`src/rtl/fifo_pkg.sv`:
```
// Shared parameters and state encoding for the FIFO read-side packer.
package fifo_pkg;

  localparam int DATA_WIDTH = 4;
  localparam int PACK_RATIO = 4;
  localparam int LANE_W     = $clog2(PACK_RATIO + 1);

  typedef enum logic [1:0] {
    S_ACCUM,
    S_FULL,
    S_FLUSH
  } pack_state_t;

endpackage

```
`src/rtl/fifo_rd_packer_pkt_out_reg.sv`:
```
// Output holding register for the packer: one wide word plus its lane count,
// presented on a valid/ready port and held stable until accepted.
module pkt_out_reg
  import fifo_pkg::*;
#(
  parameter int WORD_WIDTH  = DATA_WIDTH * PACK_RATIO,
  parameter int LANES_WIDTH = LANE_W
) (
  input  logic                   i_clk,
  input  logic                   i_rst,
  input  logic                   i_load,
  input  logic [WORD_WIDTH-1:0]  i_data,
  input  logic [LANES_WIDTH-1:0] i_lanes,
  input  logic                   i_ready,
  output logic [WORD_WIDTH-1:0]  o_data,
  output logic [LANES_WIDTH-1:0] o_lanes,
  output logic                   o_valid,
  output logic                   o_free
);

  // The register can accept a new word when it is empty or being drained this cycle.
  assign o_free = !o_valid || i_ready;

  // Load takes priority over release so a completing word overlaps the handshake with no idle cycle.
  always_ff @(posedge i_clk or posedge i_rst) begin
    if (i_rst) begin
      o_data  <= '0;
      o_lanes <= '0;
      o_valid <= 1'b0;
    end else if (i_load) begin
      o_data  <= i_data;
      o_lanes <= i_lanes;
      o_valid <= 1'b1;
    end else if (o_valid && i_ready) begin
      o_valid <= 1'b0;
    end
  end

endmodule

```
`src/rtl/fifo_rd_packer.sv`:
```
// Drains narrow FIFO entries and packs PACK_RATIO of them (lane 0 in the LSBs)
// into one wide word; a flush emits a zero-padded partial word.
module fifo_rd_packer
  import fifo_pkg::*;
#(
  parameter int DATA_WIDTH = fifo_pkg::DATA_WIDTH,
  parameter int PACK_RATIO = fifo_pkg::PACK_RATIO
) (
  input  logic                               i_clk,
  input  logic                               i_rst,
  input  logic                               i_empty,
  input  logic [DATA_WIDTH-1:0]              i_fifo_data,
  output logic                               o_rd_en,
  input  logic                               i_flush,
  output logic [DATA_WIDTH*PACK_RATIO-1:0]   o_pkt_data,
  output logic [$clog2(PACK_RATIO+1)-1:0]    o_pkt_lanes,
  output logic                               o_pkt_valid,
  input  logic                               i_pkt_ready
);

  localparam int WORD_W  = DATA_WIDTH * PACK_RATIO;
  localparam int LANES_W = $clog2(PACK_RATIO + 1);
  localparam logic [LANES_W-1:0] FULL_LANES = LANES_W'(PACK_RATIO);

  pack_state_t        r_state, w_nextState;
  logic [LANES_W-1:0] r_laneCnt, w_laneNext, w_laneFilled, w_loadLanes;
  logic               r_rdPend;
  logic [WORD_W-1:0]  r_acc, w_accNext, w_accFilled, w_loadData;
  logic               w_load, w_outFree, w_lastCapture;

  // Lanes held plus the one in flight; reads stop once that reaches a full word.
  assign w_laneFilled  = r_laneCnt + LANES_W'(r_rdPend);
  assign w_lastCapture = r_rdPend && (w_laneFilled == FULL_LANES);
  assign o_rd_en       = !i_empty && (r_state == S_ACCUM) && (w_laneFilled < FULL_LANES);

  // Accumulator as it looks after this cycle's capture (if any) lands in lane r_laneCnt.
  always_comb begin
    w_accFilled = r_acc;
    for (int l = 0; l < PACK_RATIO; l++) begin
      if (r_rdPend && (r_laneCnt == LANES_W'(l))) begin
        w_accFilled[l*DATA_WIDTH +: DATA_WIDTH] = i_fifo_data;
      end
    end
  end

  // Packer FSM: decides when a word (full or partial) moves to the output register.
  always_comb begin
    w_nextState = r_state;
    w_accNext   = r_acc;
    w_laneNext  = r_laneCnt;
    w_load      = 1'b0;
    w_loadData  = r_acc;
    w_loadLanes = r_laneCnt;
    case (r_state)
      S_ACCUM: begin
        w_accNext  = w_accFilled;
        w_laneNext = w_laneFilled;
        if (w_lastCapture) begin
          if (w_outFree) begin
            w_load      = 1'b1;
            w_loadData  = w_accFilled;
            w_loadLanes = FULL_LANES;
            w_accNext   = '0;
            w_laneNext  = '0;
          end else begin
            w_nextState = S_FULL;
          end
        end else if (i_flush && (w_laneFilled != '0)) begin
          w_nextState = S_FLUSH;
        end
      end
      S_FULL: begin
        if (w_outFree) begin
          w_load      = 1'b1;
          w_loadData  = r_acc;
          w_loadLanes = FULL_LANES;
          w_accNext   = '0;
          w_laneNext  = '0;
          w_nextState = S_ACCUM;
        end
      end
      S_FLUSH: begin
        w_accNext  = w_accFilled;
        w_laneNext = w_laneFilled;
        if (!r_rdPend && w_outFree) begin
          w_load      = 1'b1;
          w_loadData  = r_acc;
          w_loadLanes = r_laneCnt;
          w_accNext   = '0;
          w_laneNext  = '0;
          w_nextState = S_ACCUM;
        end
      end
      default: begin
        w_nextState = S_ACCUM;
      end
    endcase
  end

  // State, accumulator and in-flight read tracking; reset drops any partial word.
  always_ff @(posedge i_clk or posedge i_rst) begin
    if (i_rst) begin
      r_state   <= S_ACCUM;
      r_laneCnt <= '0;
      r_rdPend  <= 1'b0;
      r_acc     <= '0;
    end else begin
      r_state   <= w_nextState;
      r_laneCnt <= w_laneNext;
      r_rdPend  <= o_rd_en;
      r_acc     <= w_accNext;
    end
  end

  pkt_out_reg #(
    .WORD_WIDTH  (WORD_W),
    .LANES_WIDTH (LANES_W)
  ) u_out (
    .i_clk   (i_clk),
    .i_rst   (i_rst),
    .i_load  (w_load),
    .i_data  (w_loadData),
    .i_lanes (w_loadLanes),
    .i_ready (i_pkt_ready),
    .o_data  (o_pkt_data),
    .o_lanes (o_pkt_lanes),
    .o_valid (o_pkt_valid),
    .o_free  (w_outFree)
  );

endmodule

```
`config.mk`:
```
export PLATFORM = sky130hd
export DESIGN_NAME = fifo_rd_packer
export DESIGN_NICKNAME = d
export VERILOG_FILES = /design/src/rtl/fifo_pkg.sv /design/src/rtl/fifo_rd_packer_pkt_out_reg.sv /design/src/rtl/fifo_rd_packer.sv
export SDC_FILE = /design/constraint.sdc
export NUM_CORES = 1
export LEC_CHECK = 0
export BUFFER_PORTS_ARGS = -buffer_cell sky130_fd_sc_hd__buf_2
export CAP_MARGIN = 20
export CELL_PAD_IN_SITES_DETAIL_PLACEMENT = 1
export CELL_PAD_IN_SITES_GLOBAL_PLACEMENT = 1
export CORE_MARGIN = 2
export CORE_UTILIZATION = 41
export CTS_BUF_LIST = sky130_fd_sc_hd__clkbuf_4
export CTS_CLUSTER_DIAMETER = 150
export DETAILED_ROUTE_END_ITERATION = 6
export HOLD_SLACK_MARGIN = 0.1
export PLACE_DENSITY = 0.74
export SYNTH_ARGS = -nofsm -noshare
export SYNTH_HDL_FRONTEND = slang
export SYNTH_SLANG_ARGS = --single-unit
```
`constraint.sdc`:
```
create_clock -name i_clk -period 2 [get_ports i_clk]
set_input_delay 0.1 -clock i_clk [delete_from_list [all_inputs] [get_ports i_clk]]
set_output_delay 0.1 -clock i_clk [all_outputs]
set_load 0.05 [all_outputs]
```
### Word level (Yosys, flattened, before mapping)

Cells that the tools add are included.

* $add $sub $neg: 1
* $mul: 0
* divide/modulo/power cells: 0
* order comparisons: 1
* equal/unequal tests: 10
* shift operators: 0
* muxes and demuxes: 32
* bitwise operators: 0
* reduce and logical (&&, ||, !) cells: 21

Operators by type and width (number)
* $mux W16: 7
* $pmux W16 S3: 1
* $mux W3: 6
* $mux W4: 4
* $logic_and A1 B1 Y1: 10
* $mux W2: 5
* $pmux W3 S3: 1
* $eq A3 B2 Y1 const B: 2
* $pmux W2 S3: 1
* $pmux W3 S2: 1
* $reduce_bool A3 Y1: 2
* $mux W1: 5
* $ne A2 B2 Y1 const B: 2
* $reduce_and A4 Y1: 1
* $add A3 B1 Y3: 1
* $eq A3 B1 Y1 const B: 1
* $eq A3 B3 Y1 const B: 1
* $logic_not A1 Y1: 3
* $logic_not A3 Y1: 1
* $lt A3 B3 Y1 const B: 1
* $ne A3 B2 Y1 const B: 1
* $ne A3 B3 Y1 const B: 1
* $pmux W1 S3: 1
* $eq A2 B1 Y1 const B: 1
* 5 further kinds: 5

* register bits after elaboration: 42
* bits in latches: 0
* RAM bits: 0
* ROM bits: 0
* input port bits: 9
* output and inout port bits: 21
* logic and storage cells: 72
* memories kept: 0

### Depth between registers and ports, before layout

* word-level depth: 6
* depth in mapped cells: 8
* mapped depth without buffers: 7

### Cells and area by module

From an unflattened synthesis, not the netlist that was laid out.

* cells, all modules: 207
* area total of the unflattened synthesis: 2392.3 sq um

By module, submodules not included
* fifo_rd_packer: instances 1, cells an instance 163, area each 1567.8 sq um, seq. area each 550.5 sq um
* pkt_out_reg: instances 1, cells an instance 44, area each 824.5 sq um, seq. area each 500.5 sq um

### Worst setup path after synthesis

No wires, ideal clock.

* path type: register to register
* start point: register r_laneCnt[0]
* end point: register r_rdPend
* library setup time: 252 ps
* arrival: 2328 ps
* data required time: 1748 ps
* slack: -580 ps
* stages on the path, launching flop included: 5
* path buffers: 0
* clock period less this slack: 2580 ps
* cell sequence: dfrtp_1 > ha_1 > ha_1 > xor2_2 > nor3b_1

* cells in the longest elaborated chain, start to end: 3

RTL lines
* start: declaration: RTL line fifo_rd_packer.sv:26 `logic [LANES_W-1:0] r_laneCnt, w_laneNext, w_laneFilled, w_loadLanes;`
* start signal: assignment: RTL line fifo_rd_packer.sv:109 `r_laneCnt <= w_laneNext;`
* $add A3 B1 Y3: RTL line fifo_rd_packer.sv:32 `assign w_laneFilled = r_laneCnt + LANES_W'(r_rdPend);`
* $lt A3 B3 Y1: RTL line fifo_rd_packer.sv:34 `assign o_rd_en = !i_empty && (r_state == S_ACCUM) && (w_laneFilled < FULL_LANES);`
* $logic_and A1 B1 Y1: RTL line fifo_rd_packer.sv:34
* named net o_rd_en: RTL line fifo_rd_packer.sv:13 `output logic o_rd_en,`
* end signal: assignment: RTL line fifo_rd_packer.sv:110 `r_rdPend <= o_rd_en;`
* end: declaration: RTL line fifo_rd_packer.sv:27 `logic r_rdPend;`

The timed path passes the listed nets, and every way through them passes these cells.
A chain may end at the register's enable or synchronous reset.

### Worst setup path in the final report

* start point: register r_rdPend
* end point: register r_acc[7]

* cells in the longest elaborated chain, start to end: 5
* elaborated cells on any way between the ends: 11
* classes of those cells: 1 x add/sub; 1 x eq/ne; 5 x mux; 4 x reduce/logical

RTL lines
* $add A3 B1 Y3 / $logic_and A1 B1 Y1 (equally long branches): RTL line fifo_rd_packer.sv:32, fifo_rd_packer.sv:40
* $eq A3 B3 Y1 / $mux W4 (equally long branches): RTL line fifo_rd_packer.sv:33, fifo_rd_packer.sv:40
* $logic_and A1 B1 Y1 / $mux W16 (equally long branches): RTL line fifo_rd_packer.sv:33, fifo_rd_packer.sv:59
* $mux W16: RTL line fifo_rd_packer.sv:58 `if (w_lastCapture) begin`
* $pmux W16 S3 (*): RTL line fifo_rd_packer.sv:54 `case (r_state)`
* end signal: assignment: RTL line fifo_rd_packer.sv:111 `r_acc <= w_accNext;`
* end: declaration: RTL line fifo_rd_packer.sv:28 `logic [WORD_W-1:0] r_acc, w_accNext, w_accFilled, w_loadData;`

Every way passes the cells marked *; elsewhere a longest branch is shown, timed or not.

==> run metrics <==
DRT Wirelength 5610 um; share of cells above drive strength 1 30.3%; setup violators final 0; async set or reset register ratio after synthesis 100%; Initial DRT Pass Iterations 4; endpoint class of the critical path register; Layout fillers 570; leak pwr 1.22 nW; largest net degree at the start of global routing 43; max incr delay on CP 440 ps; worst-path maximum fanout 7; Clock Latency Late Sink 370 ps; crit-path cells ha_4, ha_4, xor2_4, and3_4, a22oi_2, buf_6, a21o_4, a32o_1; most used cell, CP ha_4; DRC 0; crit start category register; Seq/Total Area, Yosys 50.3%; clock buffer count from CTS 5; Synth Warn # 0; final worst path period share 99.4%; Synth Cell Area 2090 sq um; Post-Synthesis Mean Instance Area 10.2 sq um; vias per inst 5.32; PwrDens 1750 nW/um^2; DR iter-0 viols 112; Mapped Nets 220; all-layer global routing usage 20.2%; Final Core Density 56.5%; Critical Path RT 2270 ps; RSZ-0062 raised after global routing yes; post-route ant nets 0; setup tns final 0 ps; placed cell count 309; initial antenna violation count 0; Buf/Inv on CP 1; via count 1744; # diodes 0; NumNets Final 275; Slew headroom 65.0%; gate family responsible for the most delay along the worst path compound AO/OA/AOI/OAI gates; worst hold path class input pin to register; status complete, no violations; die width 75.4 um; CTS sink cnt 42; IO buf count 29; Setup Skew 7.91 ps; critical path's slowest cell dfrtp_1; Max Slew Vio Count 0; # H-tree levels 2; Cells after Synth 205; Peak VDD IR 0.806 mV; min cycle time layout 1990 ps; final hold violation count 0; WP data arrival 2260 ps; FF+latch count, synth 42; Max-cap violations 0; core region area 4820 sq um; Distinct cells, synth 37; DR WL/cell 17.1 um; f_max 503 MHz; Critical Setup Path Class register to register; io pins 30; Root Buffer clkbuf_4; DP HPWL 3630 um; clock slew at reported path FFs 130 ps; RePlAce Congestion 0.837; area grow syn2layout 30.4%; CTS max path bufs 2; Synth Flop Type dfrtp_1; EDFF count, synth 0; initial core utilization 43.4%; Die H 75.4 um; Final Non-Filler Cells 328; global-route wire length before repair 8450 um; Die Area 5680 sq um; Rows 25; gr ovfl total 0; vias in the first global route 1694; Worst-Margin Slew 525 ps; CTS tree yes
[worst register-to-register path: stages (launching register included)]
cell     delay (ps)
dfrtp_1         440
ha_4            180
ha_4            170
xor2_4          210
and3_4          230
a22oi_2          70
buf_6           170
a21o_4          220
a32o_1          200
[metal layers]
layer / up-vias / share of wire, % / track usage, %
li1: 837 / - / -
met1: 871 / 47 / 27.8
met2: 30 / 49 / 31.8
met3: 6 / 2.7 / 4.10
met4: 0 / 1.2 / 7.02
met5: - / 0 / 0
[sequential cells by signal (all words and copies together) (netlist names)]
register and count:
u_out.o_valid 1, r_acc 16, r_rdPend 1, u_out.o_lanes 3, r_state 2, r_laneCnt 3, u_out.o_data 16
[what timing repair did]
item / 4_1_cts / 5_1_grt
pin swaps: 1 / 8
setup buffers: 1 / 1
gates resized for setup: 6 / 6
cloned: 1 / 2
endpoints found under the hold margin: 52 / 0
hold buffers: 6 / 0
endpoints found under the setup margin: 16 / 34
[path summary, 6_finish.rpt]
check / from / cells past startpoint / endpoint / slack (ps)
min: i_flush / 4 / r_state[1] / 110
max: r_rdPend / 8 / r_acc[7] / 10
min reg2reg: r_acc[11] / 1 / r_acc[11] / 510
max in group asynchronous: i_rst / 4 / r_laneCnt[0] / 1220
min in group asynchronous: i_rst / 4 / u_out.o_data[13] / 380
max reg2reg: r_rdPend / 8 / r_acc[7] / 10
[cell type report]
type                    count  area [sq um]  area share [%]
clock buffers               5          37.5            1.38
clock inverters             3          25.0           0.919
inverters                   9          33.8            1.24
multi-input cells         145          1060            38.9
flip-flops and latches     42          1050            38.6
well taps                  67          83.8            3.08
repair buffers             57           432            15.8
[synth_stat cells (2+ instances only)]
master	instances	area [sq um]
dfrtp_1	42	1050
nor2_1	28	105
a21oi_1	22	110
mux2i_1	17	170
nand2_1	14	52.6
o21ai_0	10	50.1
inv_1	9	33.8
a32o_1	7	70.1
nand3_1	7	35.0
ha_1	6	75.1
a21o_1	4	30.0
clkbuf_1	4	15.0
nor2b_1	4	25.0
o2bb2ai_1	4	35.0
and3_1	3	18.8
buf_2	2	10.0
buf_4	2	15.0
[where the power goes]
group	switching (mW)	internal (mW)	total (mW)	leakage (nW)
clock	0.309	0.143	0.452	0.0318
sequential	0.193	1.19	1.39	0.537
combinational	1.88	1.06	2.94	0.654
[placed cells by master, fill, tap and decap left out, types with 9 or more instances in the layout]
cell / n
inv_1: 9
a21oi_1: 21
nor2_1: 26
dfrtp_1: 41
mux2i_1: 17
nand2_1: 14
buf_4: 17
o21ai_0: 10
buf_2: 28
[kinds of logic (layout without fill, tap and decap cells)]
logic type / Yosys count / count (layout) / synth area share (%)
simple gates: 67 / 67 / 16.1
fa+ha+maj: 6 / 6 / 3.59
xor+xnor: 1 / 1 / 0.779
compound gates: 54 / 54 / 17.4
buf+inv: 18 / 74 / 3.71
mux: 17 / 17 / 8.15
flops: 42 / 42 / 50.3
[stage by stage]
stage               area, sq um  power (mW)  hold WS (ps)  worst slack, ps
floorplan                  2140        3.31           228            -1.97
global placement           2460        3.92           263             38.2
detailed placement         2460        3.99           272            -1.00
CTS                        2620        4.54           101            -4.19
global route               2720        5.11           102            -69.4
finish                     2720        4.77           110             11.5
Note: power is estimated with default switching activity, not from simulation.
